[src/rtl/io_timer_pkg.sv]
// Shared definitions for the IO timer: device number, register map,
// CTRL bit positions, FSM state encoding and a byte-mask merge helper.
package io_timer_pkg;

  localparam logic [7:0] TIMER_DEV = 8'h02;

  localparam logic [1:0] REG_CTRL     = 2'd0;
  localparam logic [1:0] REG_PRESCALE = 2'd1;
  localparam logic [1:0] REG_COMPARE  = 2'd2;
  localparam logic [1:0] REG_COUNT    = 2'd3;

  localparam int CTRL_EN       = 0;
  localparam int CTRL_PERIODIC = 1;
  localparam int CTRL_IRQ_EN   = 2;
  localparam int CTRL_PENDING  = 8;

  typedef enum logic [1:0] {
    IDLE = 2'd0,
    RUN  = 2'd1,
    DONE = 2'd2
  } timer_state_t;

  // Merge new data into an old word, one byte per mask bit.
  function automatic logic [31:0] apply_wmask(input logic [31:0] old_val,
                                              input logic [31:0] new_val,
                                              input logic [3:0]  mask);
    logic [31:0] merged;
    merged = old_val;
    for (int b = 0; b < 4; b++) begin
      if (mask[b]) merged[b*8 +: 8] = new_val[b*8 +: 8];
    end
    return merged;
  endfunction

endpackage

[src/rtl/timer_prescaler.sv]
// Prescaler for the IO timer: counts up while running and emits a tick
// on the cycle it reaches the limit, wrapping back to zero on that edge.
module timer_prescaler #(
  parameter int WIDTH = 16
) (
  input  logic             clk,
  input  logic             reset,
  input  logic             run,
  input  logic [WIDTH-1:0] limit,
  output logic             tick
);

  logic [WIDTH-1:0] cnt;

  // Using >= makes a limit lowered below the current count wrap next cycle.
  assign tick = run && (cnt >= limit);

  always_ff @(posedge clk) begin
    if (reset) begin
      cnt <= '0;
    end else if (!run || tick) begin
      cnt <= '0;
    end else begin
      cnt <= cnt + 1'b1;
    end
  end

endmodule

[src/rtl/io_timer.sv]
// IO-space countdown timer: register file, run/expiry FSM and registered
// read mux, driving a level interrupt from PENDING & IRQ_EN.
module io_timer
  import io_timer_pkg::*;
#(
  parameter int PRESCALE_WIDTH = 16
) (
  input  logic        clk,
  input  logic        reset,
  input  logic        cs,
  input  logic [3:0]  addr,
  input  logic [3:0]  wmask,
  input  logic [31:0] wdata,
  input  logic        rd_strobe,
  output logic [31:0] rdata,
  output logic        irq
);

  timer_state_t state_q, state_d;

  logic                      periodic_q;
  logic                      irq_en_q;
  logic                      pending_q;
  logic [PRESCALE_WIDTH-1:0] prescale_q;
  logic [PRESCALE_WIDTH-1:0] prescale_d;
  logic [31:0]               compare_q;
  logic [31:0]               count_q;
  logic [31:0]               rd_mux;
  logic [31:0]               prescale_ext;
  logic                      tick;
  logic                      running;
  logic                      unused_addr_bits;

  logic [1:0] reg_sel;
  logic       wr;
  logic       ctrl_wr;
  logic       en_byte_wr;
  logic       start;
  logic       stop;
  logic       expire;

  assign unused_addr_bits = ^addr[1:0];

  assign reg_sel    = addr[3:2];
  assign wr         = cs && (wmask != 4'b0000);
  assign ctrl_wr    = wr && (reg_sel == REG_CTRL);
  assign en_byte_wr = ctrl_wr && wmask[0];
  assign start      = en_byte_wr && wdata[CTRL_EN] && (state_q != RUN);
  assign stop       = en_byte_wr && !wdata[CTRL_EN] && (state_q != IDLE);
  assign running    = (state_q == RUN);
  assign expire     = tick && (count_q == 32'd0);

  timer_prescaler #(
    .WIDTH(PRESCALE_WIDTH)
  ) u_prescaler (
    .clk  (clk),
    .reset(reset),
    .run  (running),
    .limit(prescale_q),
    .tick (tick)
  );

  always_ff @(posedge clk) begin
    if (reset) state_q <= IDLE;
    else       state_q <= state_d;
  end

  // A software stop outranks an expiry arriving on the same edge.
  always_comb begin
    state_d = state_q;
    case (state_q)
      IDLE: if (start) state_d = RUN;
      RUN: begin
        if (stop)                     state_d = IDLE;
        else if (expire && !periodic_q) state_d = DONE;
      end
      DONE: begin
        if (start)     state_d = RUN;
        else if (stop) state_d = IDLE;
      end
      default: state_d = IDLE;
    endcase
  end

  always_comb begin
    prescale_d = prescale_q;
    for (int i = 0; i < PRESCALE_WIDTH; i++) begin
      if (wmask[i[4:3]]) prescale_d[i] = wdata[i];
    end
  end

  always_ff @(posedge clk) begin
    if (reset) begin
      periodic_q <= 1'b0;
      irq_en_q   <= 1'b0;
      pending_q  <= 1'b0;
      prescale_q <= '0;
      compare_q  <= 32'd0;
      count_q    <= 32'd0;
      irq        <= 1'b0;
    end else begin
      irq <= pending_q && irq_en_q;
      if (en_byte_wr) begin
        periodic_q <= wdata[CTRL_PERIODIC];
        irq_en_q   <= wdata[CTRL_IRQ_EN];
      end
      if (expire)
        pending_q <= 1'b1;
      else if (ctrl_wr && wmask[1] && wdata[CTRL_PENDING])
        pending_q <= 1'b0;
      if (wr && reg_sel == REG_PRESCALE) prescale_q <= prescale_d;
      if (wr && reg_sel == REG_COMPARE)
        compare_q <= apply_wmask(compare_q, wdata, wmask);
      // A one-shot expiry leaves COUNT at zero; periodic reloads COMPARE.
      if (start) begin
        count_q <= compare_q;
      end else if (tick && !stop) begin
        if (count_q != 32'd0)  count_q <= count_q - 32'd1;
        else if (periodic_q)   count_q <= compare_q;
      end
    end
  end

  always_comb begin
    prescale_ext                     = 32'd0;
    prescale_ext[PRESCALE_WIDTH-1:0] = prescale_q;
    rd_mux = 32'd0;
    case (reg_sel)
      REG_CTRL: begin
        rd_mux[CTRL_EN]       = running;
        rd_mux[CTRL_PERIODIC] = periodic_q;
        rd_mux[CTRL_IRQ_EN]   = irq_en_q;
        rd_mux[CTRL_PENDING]  = pending_q;
      end
      REG_PRESCALE: rd_mux = prescale_ext;
      REG_COMPARE:  rd_mux = compare_q;
      REG_COUNT:    rd_mux = count_q;
      default:      rd_mux = 32'd0;
    endcase
  end

  always_ff @(posedge clk) begin
    if (reset)                rdata <= 32'd0;
    else if (cs && rd_strobe) rdata <= rd_mux;
  end

endmodule
[config.mk]
export PLATFORM = sky130hd
export DESIGN_NAME = io_timer
export DESIGN_NICKNAME = d
export VERILOG_FILES = /design/src/rtl/io_timer_pkg.sv /design/src/rtl/timer_prescaler.sv /design/src/rtl/io_timer.sv
export SDC_FILE = /design/constraint.sdc
export NUM_CORES = 1
export LEC_CHECK = 0
export BUFFER_PORTS_ARGS = -buffer_cell sky130_fd_sc_hd__buf_2
export CAP_MARGIN = 20
export CORE_ASPECT_RATIO = 0.6
export CORE_MARGIN = 10
export CORE_UTILIZATION = 45
export DETAILED_ROUTE_END_ITERATION = 16
export GPL_TIMING_DRIVEN = 0
export PLACE_DENSITY = 0.67
export REMOVE_ABC_BUFFERS = 1
export SLEW_MARGIN = 20
export SYNTH_ARGS = -nofsm -noshare
export SYNTH_HDL_FRONTEND = slang
export SYNTH_SLANG_ARGS = --single-unit
[constraint.sdc]
create_clock -name clk -period 4.4 [get_ports clk]
set_clock_uncertainty 0.2 [all_clocks]
set_input_delay 0.88 -clock clk [delete_from_list [all_inputs] [get_ports clk]]
set_output_delay 0.88 -clock clk [all_outputs]
set_load 0.03 [all_outputs]
# Word-level counts from Yosys, hierarchy flattened
# Cells that the tools add are included.
# word_totals
register_bits	134
elab_cells	82
latchBits	0
mem_bits_ro	0
n_memories	0
ramBits	0
# classes
n_addsub	2
mux	16
mul	0
n_reduce_logical	40
eq_ne	9
shifts	0
order_cmp	1
n_div	0
n_bitwise	0
# ops
operator	count
2-to-1 mux 32 bit	4
case mux 23 bit (3 select lines)	1
logical NOT 32 bit	1
nonzero test 32 bit	1
subtractor 32 x 1 -> 32 bit, second input constant	1
logical AND 1 bit	17
adder 16 x 1 -> 16 bit, second input constant	1
greater-or-equal comparator 16 bit	1
case mux 5 bit (3 select lines)	1
AND reduction 2 bit	7
case mux 3 bit (4 select lines)	1
2-to-1 mux 2 bit	5
equality test 2 bit, second input constant	3
inequality test 3 bit, second input constant	2
case mux 2 bit (3 select lines)	1
nonzero test 2 bit	3
equality test 2 x 1 -> 1 bit, second input constant	2
logical NOT 1 bit	4
logical NOT 2 bit	2
case mux 1 bit (4 select lines)	1
nonzero test 4 bit	1
AND reduction 3 bit	1
nonzero test 3 bit	1
2-to-1 mux 1 bit	2
4 further kinds	4

# Depth between registers and ports, before layout
# Gate-level depths: netlist of the first run.
# depth
ltp_word	10
ltp_mapped	10

# Modules after synthesis
# From an unflattened synthesis of the first run, not the netlist that was laid out.
# unflattened
cells_unflattened	849
hier_area_um2	7140.6
# modules_own_cells
mod	cells_each	seq_area_each_um2	area_per_inst_um2	n_inst
io_timer	712	2362.3	5960.7	1
timer_prescaler	137	320.3	1179.9	1

# Worst setup path after synthesis of the first run
# Ideal clock, no wire load.
# synth_path
path_kind	input port to flip-flop
from	input addr[2]
to	register count_q[20]
required_time_ns	4.068
n_path_buf	3
path_slack_ns	1.661
setup_ns	0.132
t_arrival_ns	2.407
cell_stages	9
cell_sequence	nor4bb_1 > clkbuf_1 > nand3_1 > o31a_1 > clkbuf_1 > buf_2 > and2_1 > o311ai_1 > o31ai_1
# synth_via
elab_chain_len	9
word_cells_on_any_way	13
classes_between	1 x mux; 12 x reduce/logical
# synth_lines
element	line_no	rtl
start, declared	io_timer.sv:11	input logic [3:0] addr,
logical NOT 2 bit *	io_timer.sv:46	assign ctrl_wr = wr && (reg_sel == REG_CTRL);
logical AND 1 bit *	io_timer.sv:46	
logical AND 1 bit *	io_timer.sv:47	assign en_byte_wr = ctrl_wr && wmask[0];
logical AND 1 bit (2 in series)	io_timer.sv:49	assign stop = en_byte_wr && !wdata[CTRL_EN] && (state_q != IDLE);
logical NOT 1 bit	io_timer.sv:117	end else if (tick && !stop) begin
logical AND 1 bit	io_timer.sv:117	
nonzero test 2 bit (no line)	-	
AND reduction 2 bit (no line)	-	
end signal, assigned	io_timer.sv:116	count_q <= compare_q;
end signal, assigned	io_timer.sv:118	if (count_q != 32'd0) count_q <= count_q - 32'd1;
end signal, assigned	io_timer.sv:119	else if (periodic_q) count_q <= compare_q;
end, declared	io_timer.sv:27	logic [31:0] count_q;
# Every way passes the cells marked *; elsewhere a longest branch is shown, timed or not.
# A chain may end at the register's enable or synchronous reset.

# Worst setup path after layout of the first run
# layout_path
from	input addr[2]
to	register count_q[15]
# Same word-level chain as after synthesis.

==> impl_metrics.ini, run 1 <==
[grt]
grt_pass1_wl_mm = 32.35
grt_use_met3_pct = 5.198
grtUsageMet1_pct = 26.64
grt_pass1_vias = 6136
gr-usage-all-layers_pct = 18.71
grt_max_degree = 90
grt_overflow = 0
use_met2_pct = 26.89
grt-busiest-layer = met2
antenna_found_initial = 0

[final_layout]
layout_common_cells = nand2_1 (141), dfxtp_1 (134), nor2_1 (86)
final_area_um2 = 8024
final_common_cell = nand2_1
nets = 968
drive_above_1_share_pct = 17.90
syn_to_final_growth_pct = 14.89
n_antenna_cell = 0

[logic_synthesis]
netlist_area_um2 = 6984
synth_area_per_cell_um2 = 8.046
yosysTopAreaCellShare_pct = 38.41
synth_ff_type = dfxtp_1
synth_edf_count = 0
yosysTopAreaCell = dfxtp_1
async_reset_ff_share_pct = 0
synth.yosys.seq_area_share_pct = 38.41
synth_cells = 868
yosysWarnings = 0
synthTopCellsByArea = dfxtp_1 (38%), nand2_1 (7.6%), a21oi_1 (5.4%)
yosys.cell_types.count = 67
ys_ff_latch = 134

[run]
maxCapViolCount = 0

[clocking]
cts_buffers = 17
cts_num_sinks = 134
cts_max_level = 4
cts_buffer_depth = 2
cts.repair.resized = 0
clock_latency_ps = 420
cts.clk_slew.worst_paths_ps = 60
hold_buffers = 0
cts-root-buf = clkbuf_16
post_cts_buffers = 0
cts_tree = yes

[timing]
finalCriticalPeriod_ps = 4007
fmax_ghz = 0.2495
tns_ps = 0
slew_headroom_pct = 34.55
hold_viol = 0
finalSetupViolations = 0
holdWs_ps = 249.2
fin_ws_ps = 392.7
drv_slew = 0
rsz0062_at_grt = false
tightestPinTransition_ps = 979.0
fin_crit_sh_pct = 91.08

[worst_setup_path]
critical_path.startpoint_type = input port
critical_path.top_delay_family = simple AND/OR/NAND/NOR gates
worstPathRequired_ps = 4520
path_cells = buf_2 -> nor4bb_2 -> nor2_1 -> nor2_1 -> o31a_1 -> nand2_1 -> o32ai_1
crit_buf_inv = 1
max_stage_delay_ps = 830
crit_slowest_cell = o31a_1
critPathCaptureType = flop
crit_top_cell = nor2_1
worstSetupPathType = in2reg
worstPathMaxFanout = 38
arrival_ps = 4130

[placed_design]
io_buffers = 74
pre_cts_ws_ps = -272.2
gp_congestion = 0.8358
place_area_um2 = 7498
hpwl_mm = 13.96

[floorplanning]
rows = 35
ios = 77
die_w_um = 180.8
die-height_um = 116.5
dieArea_um2 = 21070
core-area_um2 = 15280
start_util_pct = 45.70

[route]
avgViaCountPerCell = 5.866
drc = 0
wl_per_cell_um = 17.85
dr.first_iter.drc_count = 513
dr.pass1.iters = 5
ant_nets = 0
routed_wl_mm = 19.97
dr_total_vias = 6564

[worst_hold_path]
hp-class = reg2reg

[power_and_ir_drop]
peakVddDrop_v = 0.0002682
leakage_nw = 3.011
powerDensity_nw_per_um2 = 540.4

[run_status]
status = finished, final reports clean
-- state kept, by name, indices dropped and copies added (netlist names) --
signal and cells:
compare_q 32, count_q 32, irq 1, irq_en_q 1
pending_q 1, periodic_q 1, prescale_q 16, rdata 32
state_q 2, u_prescaler.cnt 16
-- final cells by class --
cell class,count,area [µm²]
clock inverters,7,51.30
inverters,29,108.9
multi-input cells,642,3948
well taps,203,254.0
repair buffers,81,511.7
flip-flops and latches,134,2683
fillers,1459,7259
clock buffers,23,467.9
-- layer usage --
metal	wire length [µm]	part of all wire [%]
met5	0	0
met3	1513	7.6
met4	220	1.1
met2	8134	41
met1	10110	51
-- worst min-delay path, delay by kind of cell (launching register included) --
family,cells,cell delay [ps]
and+or+nand+nor,1,50
AOI/OAI and AO/OA,1,50
DFF,1,300
-- cell families (layout without fill, tap and decap cells) --
group | Yosys count | in the layout | synth area share (%)
fa+ha+maj | 19 | 19 | 3.404
buf+inv | 92 | 140 | 5.518
mux | 24 | 24 | 4.407
xor+xnor | 14 | 14 | 1.756
flops | 134 | 134 | 38.41
compound gates | 228 | 228 | 22.55
simple gates | 357 | 357 | 23.95
-- worst paths after layout --
path / slack, ps / end / depth (start not counted) / startpoint
worst min-delay path: 250 / rdata[0]$_SDFFE_PP0P_ / 2 / rdata[0]$_SDFFE_PP0P_
worst min register to register: 250 / rdata[0]$_SDFFE_PP0P_ / 2 / rdata[0]$_SDFFE_PP0P_
worst max-delay path: 390 / count_q[15]$_SDFFE_PP0P_ / 7 / addr[2]
worst max register to register: 420 / count_q[7]$_SDFFE_PP0P_ / 8 / u_prescaler.cnt[0]$_SDFF_PP0_
-- report_power, final --
| part | switching, W | internal [W] |
|---|---|---|
| registers | 0.0000735 | 0.00127 |
| clock network | 0.000540 | 0.000744 |
| logic | 0.00107 | 0.000639 |
| total | 0.00168 | 0.00265 |
-- per-stage QoR --
stage / util (%) / total power, W / cells
2_1_floorplan: - / 0.002510 / 805
3_3_place_gp: 47.97 / 0.002888 / 1082
3_5_place_dp: 49.06 / 0.003034 / 1089
4_1_cts: 52.46 / 0.004316 / 1119
5_1_grt: 52.50 / 0.004585 / 1119
6_report: 52.50 / 0.004336 / 1119
-- Yosys cell counts (all sizes together) (8+ instances only) --
| cell type | count |
|---|---|
| nor3 | 28 |
| nand2 | 142 |
| o31ai | 12 |
| xor2 | 8 |
| nor4 | 8 |
| a211oi | 18 |
| a31oi | 17 |
| a22oi | 17 |
| ha | 19 |
| a221oi | 14 |
| buf | 17 |
| nand4 | 15 |
| o21ai | 40 |
| clkbuf | 46 |
| dfxtp | 134 |
| inv | 29 |
| mux2 | 14 |
| and3 | 16 |
| nor2 | 87 |
| a21oi | 75 |
| nand3 | 30 |
Power figures use the tool's default switching activity.
==> inputs of run 2 (changes only) <==
- CTS_BUF_LIST: default -> sky130_fd_sc_hd__clkbuf_2 sky130_fd_sc_hd__clkbuf_4 sky130_fd_sc_hd__clkbuf_8
==> impl_metrics.ini, run 2 (synthesis gave the netlist of run 1 again) <==
[clocking]
clock_latency_ps = 460
hold_buffers = 0
cts_max_level = 4
cts_num_sinks = 134
post_cts_buffers = 0
cts.clk_slew.worst_paths_ps = 70
cts_tree = yes
cts_buffer_depth = 2
cts_buffers = 17
cts-root-buf = clkbuf_8
cts.repair.resized = 0

[grt]
grt-busiest-layer = met1
grt_pass1_vias = 6020
antenna_found_initial = 0
grt_overflow = 0
use_met2_pct = 26.37
grt_use_met3_pct = 5.043
grt_max_degree = 90
gr-usage-all-layers_pct = 18.56
grt_pass1_wl_mm = 32.01
grtUsageMet1_pct = 26.90

[power_and_ir_drop]
peakVddDrop_v = 0.0002498
totalPowerFinal_w = 0.003980
leakage_nw = 2.938
powerDensity_nw_per_um2 = 507.2

[worst_hold_path]
hp-class = reg2reg
min_from = rdata[0]$_SDFFE_PP0P_

[route]
dr_total_vias = 6528
wl_per_cell_um = 17.66
drc = 0
dr.first_iter.drc_count = 509
avgViaCountPerCell = 5.834
routed_wl_mm = 19.77
ant_nets = 0
dr.pass1.iters = 5

[final_layout]
drive_above_1_share_pct = 18.34
ff_latch_area_um2 = 2683
final_common_cell = nand2_1
fill_cells = 1483
layout_common_cells = nand2_1 (141), dfxtp_1 (134), nor2_1 (86)
nets = 968
syn_to_final_growth_pct = 12.36
final_core_util_pct = 51.35
multi_input_area_um2 = 3948
n_antenna_cell = 0
reg_top3 = compare_q x32, count_q x32, rdata x32

[floorplanning]
ios = 77
dieArea_um2 = 21070
die_w_um = 180.8
rows = 35
start_util_pct = 45.70
core-area_um2 = 15280
die-height_um = 116.5

[worst_setup_path]
arrival_ps = 4190
reg2reg_from = u_prescaler.cnt[0]$_SDFF_PP0_
worstPathRequired_ps = 4550
max_stage_delay_ps = 870
path_cells = buf_2 -> nor4bb_2 -> nor2_1 -> nor2_1 -> o31a_1 -> nand2_1 -> o32ai_1
critical_path.startpoint_type = input port
critPathCaptureType = flop
crit_slowest_cell = o31a_1
worstSetupPathType = in2reg
startpoint = addr[2]
worstPathMaxFanout = 38
crit_top_cell = nor2_1

[timing]
finalSetupViolations = 0
finalCriticalPeriod_ps = 4035
rsz0062_at_grt = false
drv_slew = 0
hold_viol = 0
tightestPinTransition_ps = 1013
slew_headroom_pct = 32.45
fin_crit_sh_pct = 91.70
fmax_ghz = 0.2478

[run]
maxCapViolCount = 0

[placed_design]
io_buffers = 74
gp_congestion = 0.8358
hpwl_mm = 13.96

[run_status]
status = finished, final reports clean
run 2: area by class of cell:
class,instances,share of cell area (%)
Clock buffer,23,3.715
Clock inverter,7,0.6537
Inverter,29,1.387
Multi-Input combinational cell,642,50.30
Sequential cell,134,34.18
Tap cell,203,3.237
Timing Repair Buffer,81,6.521
run 2: final timing paths:
path,endpoint,depth (start not counted),slack [ps]
worst min-delay path,rdata[0]$_SDFFE_PP0P_,2,250
worst min register to register,rdata[0]$_SDFFE_PP0P_,2,250
worst max register to register,count_q[7]$_SDFFE_PP0P_,8,470
worst max-delay path,count_q[7]$_SDFFE_PP0P_,7,370
run 2: worst max-delay path, delay by kind of cell:
family | cells | cell delay [ps]
and+or+nand+nor | 4 | 1670
buffers and inverters | 1 | 370
AOI/OAI and AO/OA | 2 | 1240
run 2: where the power goes:
| part | leakage, nW | internal (W) | total (W) | switching, W |
|---|---|---|---|---|
| clock | 0.175 | 0.000438 | 0.000928 | 0.000490 |
| combinational | 1.68 | 0.000639 | 0.00171 | 0.00107 |
| sequential | 1.08 | 0.00127 | 0.00134 | 0.0000728 |
run 2: stage by stage:
stage               setup TNS, ps  hold WS (ps)  cells  worst slack, ps  instance area (µm²)
CTS                             0         256.0   1119            168.2                 7841
floorplan                       0         230.3    805            991.2                 6708
detailed placement          -1813         246.0   1089           -272.2                 7498
global placement           -14180         240.8   1082           -439.5                 7332
global route                    0         277.0   1119            107.5                 7848
finish                          0         251.8   1119            365.3                 7848
run 2: per-layer routing:
layer  routed length (µm)  vias to the layer above
met5                    0                        -
met4                  218                        0
met3                 1514                       21
met2                 7977                      222
met1                10060                     3102
li1                     -                     3183
